## config.mk

```make
export PLATFORM = sky130hd
export DESIGN_NAME = spi_slave_xcvr
export DESIGN_NICKNAME = d
export VERILOG_FILES = /design/src/rtl/spi_pkg.sv /design/src/rtl/spi_edge_sync.sv /design/src/rtl/spi_slave_xcvr.sv
export SDC_FILE = /design/constraint.sdc
export NUM_CORES = 1
export LEC_CHECK = 0
export ABC_AREA = 1
export BUFFER_PORTS_ARGS = -buffer_cell sky130_fd_sc_hd__buf_4
export CORE_MARGIN = 5
export CORE_UTILIZATION = 35
export DETAILED_ROUTE_END_ITERATION = 7
export GPL_TIMING_DRIVEN = 0
export PLACE_DENSITY_LB_ADDON = 0.25
export SLEW_MARGIN = 20
export SYNTH_ARGS = -nofsm -noshare
export SYNTH_HDL_FRONTEND = slang
export SYNTH_SLANG_ARGS = --single-unit
```

## constraint.sdc

```tcl
create_clock -name i_clk_p -period 2.8 [get_ports i_clk_p]
set_input_delay 0.42 -clock i_clk_p [delete_from_list [all_inputs] [get_ports i_clk_p]]
set_output_delay 0.42 -clock i_clk_p [all_outputs]
set_load 0.02 [all_outputs]
```

## src/rtl/spi_pkg.sv

```systemverilog
// spi_pkg: shared types and defaults for the SPI target transceiver.
package spi_pkg;
    typedef enum logic [1:0] {IDLE, LOAD, SHIFT} spi_slv_state_t;
    localparam int SPI_SYNC_DEFAULT = 2;
endpackage

```

## src/rtl/spi_edge_sync.sv

```systemverilog
// spi_edge_sync: multi-flop synchronizer with rise/fall pulses on the synchronized level.
module spi_edge_sync #(
    parameter int   STAGES  = 2,
    parameter logic RST_VAL = 1'b0
) (
    input  logic i_clk_p,
    input  logic i_rst_n,
    input  logic d,
    output logic q,
    output logic rise,
    output logic fall
);
    logic [STAGES-1:0] sync;
    logic prev;
    always_ff @(posedge i_clk_p or negedge i_rst_n) begin
        if (!i_rst_n) begin
            sync <= {STAGES{RST_VAL}};
            prev <= RST_VAL;
        end else begin
            sync <= {sync[STAGES-2:0], d};
            prev <= sync[STAGES-1];
        end
    end
    assign q    = sync[STAGES-1];
    assign rise = q & ~prev;
    assign fall = ~q & prev;
endmodule

```

## src/rtl/spi_slave_xcvr.sv

```systemverilog
// spi_slave_xcvr: SPI mode-0 target, MSB first, full duplex, with a transmit holding register.
module spi_slave_xcvr
    import spi_pkg::*;
#(
    parameter int N           = 8,
    parameter int SYNC_STAGES = SPI_SYNC_DEFAULT
) (
    input  logic         i_clk_p,
    input  logic         i_rst_n,
    input  logic         i_sclk,
    input  logic         i_cs_n,
    input  logic         i_mosi,
    output logic         o_miso,
    output logic         o_miso_oe,
    input  logic [N-1:0] i_tx_data,
    input  logic         i_tx_valid,
    output logic         o_tx_ready,
    output logic [N-1:0] o_rx_data,
    output logic         o_rx_valid,
    output logic         o_busy,
    output logic         o_abort
);
    localparam int CW = $clog2(N + 1);
    localparam logic [CW-1:0] LAST = CW'(N - 1);
    spi_slv_state_t state;
    logic sclk_rise, sclk_fall, cs_rise, cs_fall, mosi;
    logic sclk_unused, cs_unused, mosi_rise_unused, mosi_fall_unused;
    logic [N-1:0] shift, hr, load_word;
    logic [CW-1:0] cnt;
    logic hr_full, sample_bit, load_pending, wr, consume;
    spi_edge_sync #(.STAGES(SYNC_STAGES), .RST_VAL(1'b0)) u_sclk (
        .i_clk_p(i_clk_p), .i_rst_n(i_rst_n), .d(i_sclk),
        .q(sclk_unused), .rise(sclk_rise), .fall(sclk_fall));
    spi_edge_sync #(.STAGES(SYNC_STAGES), .RST_VAL(1'b1)) u_cs (
        .i_clk_p(i_clk_p), .i_rst_n(i_rst_n), .d(i_cs_n),
        .q(cs_unused), .rise(cs_rise), .fall(cs_fall));
    spi_edge_sync #(.STAGES(SYNC_STAGES), .RST_VAL(1'b0)) u_mosi (
        .i_clk_p(i_clk_p), .i_rst_n(i_rst_n), .d(i_mosi),
        .q(mosi), .rise(mosi_rise_unused), .fall(mosi_fall_unused));
    assign wr         = i_tx_valid && !hr_full;
    assign load_word  = hr_full ? hr : '0;
    // A word is taken from HR on frame start and on the falling edge after each completed word.
    assign consume    = (state == LOAD) ||
                        (state == SHIFT && !cs_rise && !sclk_rise && sclk_fall && load_pending);
    assign o_tx_ready = !hr_full;
    assign o_busy     = state != IDLE;
    assign o_miso_oe  = state != IDLE;
    assign o_miso     = (state == SHIFT) && shift[N-1];
    always_ff @(posedge i_clk_p or negedge i_rst_n) begin
        if (!i_rst_n) begin
            state        <= IDLE;
            shift        <= '0;
            hr           <= '0;
            hr_full      <= 1'b0;
            cnt          <= '0;
            sample_bit   <= 1'b0;
            load_pending <= 1'b0;
            o_rx_data    <= '0;
            o_rx_valid   <= 1'b0;
            o_abort      <= 1'b0;
        end else begin
            o_rx_valid <= 1'b0;
            o_abort    <= 1'b0;
            hr_full    <= consume ? wr : (hr_full | wr);
            if (wr) hr <= i_tx_data;
            case (state)
                IDLE: if (cs_fall) state <= LOAD;
                LOAD: begin
                    shift        <= load_word;
                    cnt          <= '0;
                    load_pending <= 1'b0;
                    state        <= cs_rise ? IDLE : SHIFT;
                end
                SHIFT: begin
                    // CS edges take priority over any SCLK edge seen in the same cycle.
                    if (cs_rise) begin
                        state        <= IDLE;
                        o_abort      <= cnt != '0;
                        load_pending <= 1'b0;
                    end else if (sclk_rise) begin
                        sample_bit <= mosi;
                        if (cnt == LAST) begin
                            o_rx_data    <= {shift[N-2:0], mosi};
                            o_rx_valid   <= 1'b1;
                            cnt          <= '0;
                            load_pending <= 1'b1;
                        end else begin
                            cnt <= cnt + 1'b1;
                        end
                    end else if (sclk_fall) begin
                        if (load_pending) begin
                            shift        <= load_word;
                            load_pending <= 1'b0;
                        end else begin
                            shift <= {shift[N-2:0], sample_bit};
                        end
                    end
                end
                default: state <= IDLE;
            endcase
        end
    end
endmodule

```

==> results.md <==
- P_leak: 1.18 nW
- Port bufs: 27
- Rel. slew slack: 65.5%
- Pwr/cell area: 873 nW/um^2
- CTS Hold Buffers Added: 0
- Initial antenna violation count: 0
- Max cap viols: 0
- Setup repair bufs after CTS: 0
- Post-synth ARST share: 100%
- Crit end category: primary output
- Cell with the most instances after synthesis: nand2_1
- Slowest CP cell: dfrtp_1
- Root Driver: clkbuf_8
- Kind of cell adding the most delay to the critical path: buffers and inverters
- Area contributors post-synth: dfrtp_1 (52%), nand2_1 (12%), ha_1 (5.2%)
- Synth Cell Area: 1930 sq um
- Mux contribution to synthesized area: 4.67%
- Die Y-Extent: 84.2 um
- Post-synthesis compound-gate area fraction: 7.39%
- Crit-path cells: inv_1, ha_1, buf_6, nand2_1, inv_1, buf_4
- Combinational Power Share: 37.2%
- Peak fanout along the critical path: 9
- Pint: 1.29 mW
- Worst-Margin Slew: 0.518 ns
- Met3 Use GR: 3.43%
- Minimum clock period: 1.79 ns
- Number of synthesis warnings: 0
- Met1 usage: 14.0%
- Placed Cells: 291
- Synth-to-layout area growth: 20.0%
- Via count: 1279
- Cell taking the most area after synthesis: dfrtp_1
- Sequential area share after synthesis: 56.0%
- CTS Buf Count: 5
- RSZ-0062 raised after global routing: false
- Synth Area in XOR/XNOR: 0.454%
- FMAX: 559 MHz
- Layout cells sized above 1: 28.2%
- Drt pass-1 iters: 4
- Initial Utilization: 35.5%
- Vias in the first global route: 1303
- Multi-input gate area: 729 sq um
- Simple-gate share of the synthesized area: 20.1%
- Unique cell type count in the Yosys netlist: 23
- TritonCTS sink count: 43
- Part of the cycle the worst path needs: 63.9%
- Net Sw Frac: 36.2%
- Post-DP HPWL: 2.41 mm
- Post-synthesis adder-cell area fraction: 5.19%
- Worst Hold Class: in2async
- Largest family of logic cells by synthesized area: simple AND/OR/NAND/NOR gates
- IO Count: 28
- Die area: 7100 sq um
- NumNets Final: 248
- Total track usage: 10.7%
- First DRT Iteration DRCs: 36
- Final WL: 3.26 mm
- Worst hold slack: 0.0797 ns
- Drt drc: 0
- Worst slack at placement: 1.34 ns
- First-pass GRT wire length: 6.02 mm
- Net count after synthesis: 214
- Main synth FF type: dfrtp_1
- Outcome: complete, no violations
- CP Buf/Inv Count: 4
- Number of synthesized register bits: 43
- Clk pwr share: 20.1%
- Routability cong.: 0.733
- Crit-path max cell delay: 0.38 ns
- Reg clk slew, reported paths: 0.09 ns
- Largest net degree at the start of global routing: 44
- Sequential cell fraction of total power: 42.6%
- Die width: 84.2 um
- Startpoint types: flop
- Register Area: 1080 sq um
- # rows: 27
- Diode count: 0
- Pwr Total: 2.02 mW
- Clk_skew: 0.00647 ns
- Final setup margin: 1.01 ns
- Fillers: 537
- Detail Route Antenna Nets: 0
- CP required: 2.38 ns
- GRT met2 Usage: 15.6%
- H-tree depth: 2
- Psw: 0.731 mW
- Critical path class: reg2out
- Syn_area_per_cell: 10.0 sq um
- # resized after CTS: 0
- Cell Count, Final, Fillers Out: 299
- Final Core Density: 42.6%
- Overflow after GRT: 0
- Core area: 5440 sq um
- Worst R2R Start: state[0]$_DFFE_PN0P_
- Drt wl/cell: 10.9 um
- Critical Path Source: state[0]$_DFFE_PN0P_
- Yosys top cell area share: 51.9%
- CP arrival: 1.37 ns
- Mapped Cells: 192
- IR Drop Worst-Case VDD: 0.000356 V
- Pins Over Slew Limit: 0
- Clock latency on the worst-skew pair: 0.30 ns
- Cell area after placement: 2220 sq um
- Final Hold Viols: 0
- CTS max path bufs: 2
- Gr busiest metal: met2
- CTS tree: yes
- Post-route cell area: 2310 sq um
- Vias per inst: 4.28
- Fin Setup TNS: 0 ns
- Post-synth EDFFs: 0
- Endpoints failing setup: 0
- Worst path most repeated cell: inv_1
- Most common library cells after synthesis: nand2_1 (61), dfrtp_1 (40), inv_1 (14), o21ai_0 (12), o21ai_1 (12)
==> kinds of logic after synthesis <==
group / count (synthesis)
compound gates: 28
xor+xnor: 1
buf+inv: 22
mux: 8
flops: 43
simple gates: 82
fa+ha+maj: 8
==> cell usage in the layout (no fill, tap or decap), types with 4 or more instances in the layout <==
master    synthesis  routed
o21ai_1          12      12
buf_4             2      29
clkbuf_8          0       5
mux2_2            8       8
nand3_1           7       7
inv_1            14      14
nand2_1          61      61
ha_1              8       8
nor2_1            4       4
dfrtp_1          40      40
o21ai_0          12      12
==> power by group through the flow <==
stage	logic, mW	clock network (mW)	registers [mW]
after detailed placement	0.761	0	0.873
after CTS	0.766	0.423	0.860
final	0.752	0.407	0.861
after floorplan	0.599	0	0.844
after global routing	0.873	0.453	0.883
after global placement	0.756	0	0.869
==> final timing paths <==
kind,endpoint,slack (ns),cells after the start
max,o_miso,1.01,6
min,state[1]$_DFFE_PN0P_,0.08,1
max reg2reg,o_rx_data[6]$_DFFE_PN0P_,1.38,9
min reg2reg,u_mosi.sync[1]$_DFF_PN0_,0.35,0
max in group asynchronous,u_cs.prev$_DFF_PN1_,2.34,1
min in group i_clk_p,u_sclk.sync[0]$_DFF_PN0_,0.22,1
==> sequential cells by signal (all words and copies together) (netlist names), 2 cells and up <==
register / flops
cnt: 4
hr: 8
o_rx_data: 8
shift: 8
state: 2
u_cs.sync: 2
u_mosi.sync: 2
u_sclk.sync: 2
==> cell type report <==
type                            count  share of cell area, %
Timing Repair Buffer               27                   8.76
Inverter                           17                   3.08
Multi-Input combinational cell    127                   31.5
Clock buffer                        5                   2.97
Clock inverter                      3                   1.03
Tap cell                           72                   3.89
Sequential cell                    43                   46.6
Buffer                              5                   2.11
==> per-layer routing <==
metal,vias up,wire [um]
met5,-,0
met4,0,82
met3,9,137
met2,26,1410
met1,561,1630
li1,683,-
(Power assumes the default switching activity.)
